==> config.mk <==
export PLATFORM = sky130hd
export DESIGN_NAME = lfsr_encrypt_5a_flat
export DESIGN_NICKNAME = d
export VERILOG_FILES = /design/src/rtl/lfsr_encrypt_5a_if.sv /design/src/rtl/lfsr_encrypt_5a.sv /design/src/flat_wrapper.sv
export SDC_FILE = /design/constraint.sdc
export NUM_CORES = 1
export LEC_CHECK = 0
export ABC_AREA = 1
export ABC_CLOCK_PERIOD_IN_PS = 3160
export CELL_PAD_IN_SITES_DETAIL_PLACEMENT = 0
export CELL_PAD_IN_SITES_GLOBAL_PLACEMENT = 1
export CORE_MARGIN = 2
export CORE_UTILIZATION = 35
export CTS_BUF_LIST = sky130_fd_sc_hd__clkbuf_8
export DETAILED_ROUTE_END_ITERATION = 8
export GPL_ROUTABILITY_DRIVEN = 0
export GPL_TIMING_DRIVEN = 0
export HOLD_SLACK_MARGIN = 0.05
export PLACE_DENSITY_LB_ADDON = 0.1
export SLEW_MARGIN = 40
export SYNTH_ARGS = -nofsm -noshare
export SYNTH_HDL_FRONTEND = slang
export SYNTH_SLANG_ARGS = --single-unit
==> constraint.sdc <==
create_clock -name clk -period 3.16 [get_ports clk]
set_clock_uncertainty 0.05 [all_clocks]
set_input_delay 0.474 -clock clk [delete_from_list [all_inputs] [get_ports clk]]
set_output_delay 0.474 -clock clk [all_outputs]
set_load 0.01 [all_outputs]
==> src/rtl/lfsr_encrypt_5a_if.sv <==
// Memory-side bus of the LFSR encryptor: one registered read port, one write port, done flag.
interface lfsr_encrypt_5a_if;
    logic [7:0] raddr;
    logic [7:0] data_out;
    logic       wr_en;
    logic [7:0] waddr;
    logic [7:0] data_in;
    logic       done;

    modport master (output raddr, wr_en, waddr, data_in, done, input data_out);
    modport slave  (input raddr, wr_en, waddr, data_in, done, output data_out);
endinterface

==> src/rtl/lfsr_encrypt_5a.sv <==
// Programmable 6-bit LFSR encryptor: reads config + plaintext from data_mem, prepends a
// PAD_CHAR preamble and writes 64 XOR-ciphered bytes starting at OUT_BASE.
module lfsr_encrypt_5a #(
    parameter int          CFG_PRE_ADDR  = 61,
    parameter int          CFG_TAP_ADDR  = 62,
    parameter int          CFG_SEED_ADDR = 63,
    parameter int          OUT_BASE      = 64,
    parameter logic [7:0]  PAD_CHAR      = 8'h5f
) (
    input  logic              clk,
    input  logic              init,
    lfsr_encrypt_5a_if.master bus
);

    typedef enum logic [2:0] {CFG_PRE, CFG_TAP, CFG_SEED, LOAD, RUN, DONE} state_t;

    state_t     state, state_nxt;
    logic [3:0] pre;
    logic [2:0] sel;
    logic [5:0] lfsr;
    logic [5:0] k;
    logic       done_q;
    logic [7:0] k8;

    function automatic logic [5:0] tap_of(input logic [2:0] s);
        case (s)
            3'd0:    tap_of = 6'h21;
            3'd1:    tap_of = 6'h2d;
            3'd2:    tap_of = 6'h30;
            3'd3:    tap_of = 6'h33;
            3'd4:    tap_of = 6'h36;
            default: tap_of = 6'h39;
        endcase
    endfunction

    // Shift left, feedback parity lands in the vacated LSB; MSB falls off.
    function automatic logic [5:0] lfsr_step(input logic [5:0] cur, input logic [5:0] taps);
        lfsr_step = {cur[4:0], 1'b0} + {5'b0, ^(cur & taps)};
    endfunction

    assign k8 = {2'b00, k};

    always_ff @(posedge clk or posedge init) begin
        if (init) begin
            state  <= CFG_PRE;
            pre    <= 4'd7;
            sel    <= 3'd0;
            lfsr   <= 6'h01;
            k      <= 6'd0;
            done_q <= 1'b0;
        end else begin
            state <= state_nxt;
            case (state)
                CFG_TAP: begin
                    if (bus.data_out < 8'd7)       pre <= 4'd7;
                    else if (bus.data_out > 8'd12) pre <= 4'd12;
                    else                           pre <= bus.data_out[3:0];
                end
                CFG_SEED: sel <= (bus.data_out > 8'd5) ? 3'd3 : bus.data_out[2:0];
                LOAD: begin
                    // An all-zero seed would lock the LFSR at zero.
                    lfsr <= (bus.data_out[5:0] == 6'h00) ? 6'h01 : bus.data_out[5:0];
                    k    <= 6'd0;
                end
                RUN: begin
                    lfsr <= lfsr_step(lfsr, tap_of(sel));
                    k    <= k + 6'd1;
                end
                DONE:    done_q <= 1'b1;
                default: ;
            endcase
        end
    end

    always_comb begin
        state_nxt   = state;
        bus.raddr   = 8'd0;
        bus.wr_en   = 1'b0;
        bus.waddr   = 8'd0;
        bus.data_in = 8'd0;
        case (state)
            CFG_PRE: begin
                bus.raddr = 8'(CFG_PRE_ADDR);
                state_nxt = CFG_TAP;
            end
            CFG_TAP: begin
                bus.raddr = 8'(CFG_TAP_ADDR);
                state_nxt = CFG_SEED;
            end
            CFG_SEED: begin
                bus.raddr = 8'(CFG_SEED_ADDR);
                state_nxt = LOAD;
            end
            LOAD: begin
                bus.raddr = 8'd0;
                state_nxt = RUN;
            end
            RUN: begin
                // Read one byte ahead so the registered read lines up with k+1.
                if (k8 + 8'd1 >= {4'b0, pre})
                    bus.raddr = k8 + 8'd1 - {4'b0, pre};
                bus.wr_en   = 1'b1;
                bus.waddr   = 8'(OUT_BASE) + k8;
                bus.data_in = ((k8 < {4'b0, pre}) ? PAD_CHAR : bus.data_out) ^ {2'b00, lfsr};
                if (k == 6'd63) state_nxt = DONE;
            end
            default: state_nxt = DONE;
        endcase
    end

    assign bus.done = done_q;

endmodule

==> src/flat_wrapper.sv <==
// flat-port wrapper written by rule: the top's interface ports become plain ports
module lfsr_encrypt_5a_flat 
#(
    parameter int          CFG_PRE_ADDR  = 61,
    parameter int          CFG_TAP_ADDR  = 62,
    parameter int          CFG_SEED_ADDR = 63,
    parameter int          OUT_BASE      = 64,
    parameter logic [7:0]  PAD_CHAR      = 8'h5f
)
  (clk, init, bus_raddr, bus_wr_en, bus_waddr, bus_data_in, bus_done, bus_data_out);
  lfsr_encrypt_5a_if bus_i ();
  input  logic clk;
  input  logic init;
  output wire logic [$bits(bus_i.raddr)-1:0] bus_raddr;
  output wire logic [$bits(bus_i.wr_en)-1:0] bus_wr_en;
  output wire logic [$bits(bus_i.waddr)-1:0] bus_waddr;
  output wire logic [$bits(bus_i.data_in)-1:0] bus_data_in;
  output wire logic [$bits(bus_i.done)-1:0] bus_done;
  input wire logic [$bits(bus_i.data_out)-1:0] bus_data_out;
  assign bus_raddr = bus_i.raddr;
  assign bus_wr_en = bus_i.wr_en;
  assign bus_waddr = bus_i.waddr;
  assign bus_data_in = bus_i.data_in;
  assign bus_done = bus_i.done;
  assign bus_i.data_out = bus_data_out;
  lfsr_encrypt_5a #(.CFG_PRE_ADDR(CFG_PRE_ADDR), .CFG_TAP_ADDR(CFG_TAP_ADDR), .CFG_SEED_ADDR(CFG_SEED_ADDR), .OUT_BASE(OUT_BASE), .PAD_CHAR(PAD_CHAR)) u_core (.clk(clk), .init(init), .bus(bus_i));
endmodule
==> results.py, run 1 <==
metrics = {
    "global_routing": {
        "grt_usage_pct": 17.4,
        "antenna_found_initial": 0,
        "gr-total-overflow": 0,
        "use_met3_pct": 2.84,
        "grt_util_met1_pct": 26.7,
        "grt_max_degree": 24,
        "grt_util_met2_pct": 26.7,
        "busiest_layer": "met2",
        "grt_first_pass_wirelength_um": 8270,
        "first_global_vias": 1704,
    },
    "timing": {
        "slew_violations": 0,
        "slew_headroom_pct": 66.0,
        "whs_ns": 0.428,
        "period_minus_slack_ns": 3.07,
        "worst_pin_slew_ns": 0.510,
        "fin_crit_sh_pct": 97.2,
        "hold_viol_final": 0,
        "max_freq_ghz": 0.326,
        "setup_viol_count_final": 0,
    },
    "clock_tree": {
        "cts_sinks": 23,
        "clockBufferDepth": 2,
        "htreeDepth": 1,
        "cts_buffers": 3,
        "path_clk_slew_ns": 0.09,
        "ctsHoldBuffers": 0,
        "root_buffer": "clkbuf_8",
        "clk_latency_ns": 0.27,
        "cts_tree": "built",
    },
    "logic_synthesis": {
        "syn_nets": 290,
        "syn-instance-count": 270,
        "synth_top_area_share_pct": 25.9,
        "synth_common_cells": "nand2_1, nor2_1, inv_1",
        "synth_most_common_cell": "nand2_1",
        "seq_area_frac_synth_pct": 31.7,
        "ys_types": 32,
        "ys_ff_latch": 23,
        "ys_top_cells_by_area": "dfrtp_1, nand2_1, nor2_1",
        "synth_edf_count": 0,
        "synth_ff_type": "dfrtp_1",
        "ys_warn_count": 0,
        "async_flop_share_pct": 100,
        "syn-cell-area_sq_um": 1830,
        "synth.largest_area_cell": "dfrtp_1",
        "syn_avg_cell_area_sq_um": 6.79,
    },
    "placed_design": {
        "io_buffer_count": 34,
        "place.detailed.hpwl_um": 3880,
        "placed_cell_area_sq_um": 2260,
    },
    "die": {
        "die_w_um": 76.4,
        "die_h_um": 76.4,
        "initial_core_util_pct": 36.1,
        "io_pins": 36,
        "coreArea_sq_um": 5070,
        "rows": 26,
        "die-area_sq_um": 5830,
    },
    "detailed_routing": {
        "first_pass_iters": 4,
        "viasPerCell": 4.78,
        "initialDrtViolationCount": 91,
        "wire_per_inst_um": 12.9,
        "vias": 1846,
        "drtAntennaViolNets": 0,
        "drt-total-wl_um": 4960,
        "drc": 0,
    },
    "cells_and_area": {
        "design_area_sq_um": 2450,
        "drive_gt1_share_pct": 16.1,
        "nNetsFinal": 337,
        "diodes": 0,
        "final_util_pct": 48.3,
        "areaGrowthSynthToFinish_pct": 33.7,
    },
    "worst_setup_path": {
        "crit_required_ns": 2.64,
        "cp-start-kind": "flop",
        "crit_path_end_kind": "output pin",
        "worstPathArrival_ns": 2.55,
        "path_class": "reg -> out",
        "cp_max_fo": 5,
    },
    "power_and_ir_drop": {
        "power_uw": 928,
        "power.leakage_nw": 1.26,
        "ir_drop_mv": 0.200,
        "p_per_area_nw_per_um2": 379,
    },
    "job": {
        "maxCapViolCount": 0,
    },
    "outcome": {
        "status": "finished clean",
    },
    "min_path": {
        "hold_class": "reg -> reg",
    },
}
## critical path, cell delays in order, from the launching register on
cell	delay (ns)
dfstp_2	0.54
inv_1	0.08
ha_1	0.29
inv_1	0.04
o21bai_1	0.12
a21oi_1	0.09
o21ai_2	0.19
buf_4	0.17
buf_4	0.12
inv_2	0.03
nor2_1	0.08
clkdlybuf4s50_1	0.54
## sequential cells by signal, indices dropped and copies added, names as in the netlist
signal / cells
u_core.bus.done: 1
u_core.k: 6
u_core.lfsr: 6
u_core.pre: 4
u_core.sel: 3
u_core.state: 3
## report_power, final
| part | switching [mW] | internal [mW] |
|---|---|---|
| registers | 0.0457 | 0.341 |
| logic | 0.183 | 0.165 |
| clock network | 0.104 | 0.0883 |
## cells by family after synthesis
kind of cell,after synthesis,share of synthesized area [%]
AND/OR/NAND/NOR,125,29.8
XOR/XNOR,9,4.71
other,1,0.205
adder cells (fa/ha/maj),10,7.24
flip-flops,23,31.7
buffers and inverters,50,11.1
AO/OA/AOI/OAI,52,15.3
## stage by stage
stage / setup WS, ns / setup TNS [ns] / instances
2_1_floorplan: 0.727 / 0 / 270
4_1_cts: 0.00333 / 0 / 381
3_3_place_gp: 0.0744 / 0 / 374
6_report: 0.0892 / 0 / 386
5_1_grt: -0.0191 / -0.0191 / 386
3_5_place_dp: 0.0715 / 0 / 374
## metal layers
layer | share of wire, % | vias up
li1 | - | 956
met1 | 53 | 848
met2 | 42 | 40
met3 | 4.0 | 2
met4 | 0.34 | 0
met5 | 0 | -
## layout by cell type (no fill, tap or decap), drive strengths merged, types with 3 or more instances in the layout
| master | Yosys | layout |
|---|---|---|
| nand2 | 56 | 56 |
| nor2 | 44 | 44 |
| inv | 43 | 43 |
| o21ai | 29 | 29 |
| clkdlybuf4s50 | 0 | 20 |
| dfrtp | 19 | 19 |
| a21oi | 15 | 15 |
| buf | 7 | 14 |
| nand3 | 13 | 13 |
| ha | 9 | 9 |
| dlymetal6s2s | 0 | 8 |
| xor2 | 8 | 8 |
| nor3 | 6 | 6 |
| dlygate4sd2 | 0 | 6 |
| o22ai | 4 | 4 |
| dfstp | 4 | 4 |
| nand4 | 4 | 4 |
| clkbuf | 0 | 3 |
## worst paths after layout
path | slack, ns | startpoint | depth (start not counted) | to
max in group asynchronous | 2.19 | init | 2 | u_core.k[2]
worst min-delay path | 0.43 | u_core.bus.done | 1 | u_core.bus.done
min in group asynchronous | 0.50 | init | 2 | u_core.lfsr[5]
worst max register to register | 1.53 | u_core.state[0] | 6 | u_core.k[3]
worst max-delay path | 0.09 | u_core.pre[1] | 11 | bus_data_in[7]
worst min register to register | 0.43 | u_core.bus.done | 1 | u_core.bus.done
## repair_timing
| action | CTS | global route |
|---|---|---|
| buffers inserted | 3 | 4 |
| pin swaps | 2 | 2 |
| cloned | 0 | 1 |
| setup endpoints to repair | 13 | 10 |
| gates resized for setup | 13 | 12 |
## layout make-up
cell class,count,area (sq um)
Tap cell,70,87.6
Multi-Input combinational cell,197,1110
Fill cell,551,2630
Sequential cell,23,584
Timing Repair Buffer,42,417
Clock inverter,1,5.00
Inverter,43,161
Buffer,7,45.0
Clock buffer,3,41.3
No activity file was read; power rests on OpenSTA's default activity.
==> run 2: changes to the inputs <==
CELL_PAD_IN_SITES_DETAIL_PLACEMENT = 1   (was 0)
CTS_CLUSTER_SIZE = 8   (was not set)
==> results.py, run 2 (synthesis gave the netlist of run 1 again) <==
metrics = {
    "outcome": {
        "status": "finished clean",
    },
    "worst_setup_path": {
        "cp-start-kind": "flop",
        "crit_path_end_kind": "output pin",
        "rrSetupSlack_ns": 1.50,
        "timing.rr.end": "u_core.k[3]",
        "crit_required_ns": 2.64,
        "reg2reg_depth": 6,
        "worstPathArrival_ns": 2.46,
        "cp_max_fo": 5,
        "path_class": "reg -> out",
        "r2r-start": "u_core.state[0]",
    },
    "cells_and_area": {
        "layout_commonest_cell": "nand2_1",
        "nNetsFinal": 336,
        "final_util_pct": 47.6,
        "regArea_sq_um": 584,
        "diodes": 0,
        "areaGrowthSynthToFinish_pct": 31.8,
        "final_cell_mix": "nand2_1, nor2_1, inv_1",
        "num-fill-cells": 681,
        "reg.largest.list": "u_core.k: 6 flops, u_core.lfsr: 6 flops, u_core.pre: 4 flops",
        "multi_input_area_sq_um": 1090,
        "drive_gt1_share_pct": 15.6,
    },
    "timing": {
        "setup_viol_count_final": 0,
        "slew_headroom_pct": 66.5,
        "whs_ns": 0.436,
        "slew_violations": 0,
        "rsz0062_at_grt": "false",
        "setup-tns-final_ns": 0,
        "max_freq_ghz": 0.335,
        "period_minus_slack_ns": 2.98,
        "fin_crit_sh_pct": 94.4,
        "hold_viol_final": 0,
        "fin_ws_ns": 0.177,
        "worst_pin_slew_ns": 0.501,
    },
    "global_routing": {
        "grt_max_degree": 24,
        "first_global_vias": 1954,
        "grt_first_pass_wirelength_um": 9590,
        "antenna_found_initial": 0,
        "grt_usage_pct": 20.1,
        "gr-total-overflow": 0,
    },
    "clock_tree": {
        "htreeDepth": 1,
        "cts_sinks": 23,
        "clk_latency_ns": 0.27,
        "cts_buffers": 3,
        "ctsHoldBuffers": 0,
        "path_clk_slew_ns": 0.09,
        "cts_tree": "built",
        "root_buffer": "clkbuf_8",
        "clockBufferDepth": 2,
    },
    "power_and_ir_drop": {
        "swShare_pct": 36.7,
        "pwr-share-comb_pct": 37.6,
        "p_per_area_nw_per_um2": 383,
        "power.leakage_nw": 1.27,
        "p_int_uw": 586,
        "seqPwrFrac_pct": 41.9,
        "ir_drop_mv": 0.228,
        "pwr-share-clk_pct": 20.5,
        "p_sw_uw": 339,
    },
    "detailed_routing": {
        "first_pass_iters": 4,
        "vias": 1884,
        "viasPerCell": 4.89,
        "drtAntennaViolNets": 0,
        "drc": 0,
        "initialDrtViolationCount": 28,
        "drt-total-wl_um": 5460,
        "wire_per_inst_um": 14.2,
    },
    "min_path": {
        "min_from": "u_core.bus.done",
        "hold_class": "reg -> reg",
        "whs_path_depth": 1,
        "hold_path_end": "u_core.bus.done",
    },
    "die": {
        "coreArea_sq_um": 5070,
        "die_h_um": 76.4,
        "die_w_um": 76.4,
        "die-area_sq_um": 5830,
        "rows": 26,
        "io_pins": 36,
        "initial_core_util_pct": 36.1,
    },
    "placed_design": {
        "dpl_worst_slack_ns": 0.0391,
        "io_buffer_count": 34,
        "place.detailed.hpwl_um": 4350,
    },
    "job": {
        "maxCapViolCount": 0,
    },
}
## run 2: worst max-delay path: stages (launching register included)
cell           delay [ns]
dfrtp_2              0.46
nand3_2              0.14
xor2_2               0.17
inv_1                0.06
ha_2                 0.30
a21oi_2              0.16
nand2_1              0.10
a21oi_4              0.16
nand4_4              0.15
nand2_2              0.13
o21ai_1              0.06
dlygate4sd2_1        0.29
## run 2: power groups by stage
stage / logic, mW / registers, mW / clock network, mW
6_report: 0.348 / 0.387 / 0.190
5_1_grt: 0.400 / 0.396 / 0.204
4_1_cts: 0.364 / 0.388 / 0.189
3_5_place_dp: 0.369 / 0.393 / 0
3_3_place_gp: 0.359 / 0.392 / 0
2_1_floorplan: 0.228 / 0.377 / 0
## run 2: through the flow
stage	cell area [sq um]	instances	total power, mW
final	2420	385	0.925
after global routing	2420	385	0.999
after global placement	2260	374	0.751
after detailed placement	2260	374	0.762
after floorplan	1830	270	0.606
after CTS	2370	383	0.941
## run 2: worst max-delay path by stage
stage	startpoint	endpoint	slack, ns	depth (start not counted)
6_report	u_core.k[1]	bus_raddr[4]	0.18	11
5_1_grt	u_core.k[1]	bus_raddr[7]	0.04	10
4_1_cts	u_core.pre[0]	bus_raddr[0]	0.01	10
3_5_place_dp	u_core.k[2]	bus_raddr[6]	0.04	11
3_3_place_gp	u_core.k[2]	bus_raddr[6]	0.07	11
2_1_floorplan	u_core.k[2]	bus_raddr[6]	0.73	10
## run 2: per-layer routing
metal / global-route usage [%] / share of wire [%] / up-vias
met3: 3.55 / 3.7 / 5
met2: 33.3 / 46 / 35
met5: 0 / 0 / -
li1: - / - / 949
met4: 2.55 / 0.31 / 0
met1: 28.3 / 50 / 895
## run 2: final cells by class
| class | instances | area share [%] |
|---|---|---|
| clock inverters | 1 | 0.155 |
| well taps | 70 | 3.63 |
| repair buffers | 41 | 16.6 |
| multi-input cells | 197 | 45.2 |
| plain buffers | 7 | 1.86 |
| clock buffers | 3 | 1.71 |
| inverters | 43 | 6.68 |
| flip-flops and latches | 23 | 24.2 |
## run 2: what timing repair did
item,CTS,global route
pin swaps,2,1
gates resized for setup,16,14
buffers inserted,5,2
setup endpoints to repair,13,10
==> run 3: changes to the inputs <==
MAX_ROUTING_LAYER = met4   (was not set)
==> results of run 3 <==
No change in the layout: final DEF, timing and power equal those of run 2.
Among the figures that moved: via count of the first global-routing pass 1954 -> 1952; overall routing resource usage 20.1% -> 20.7%
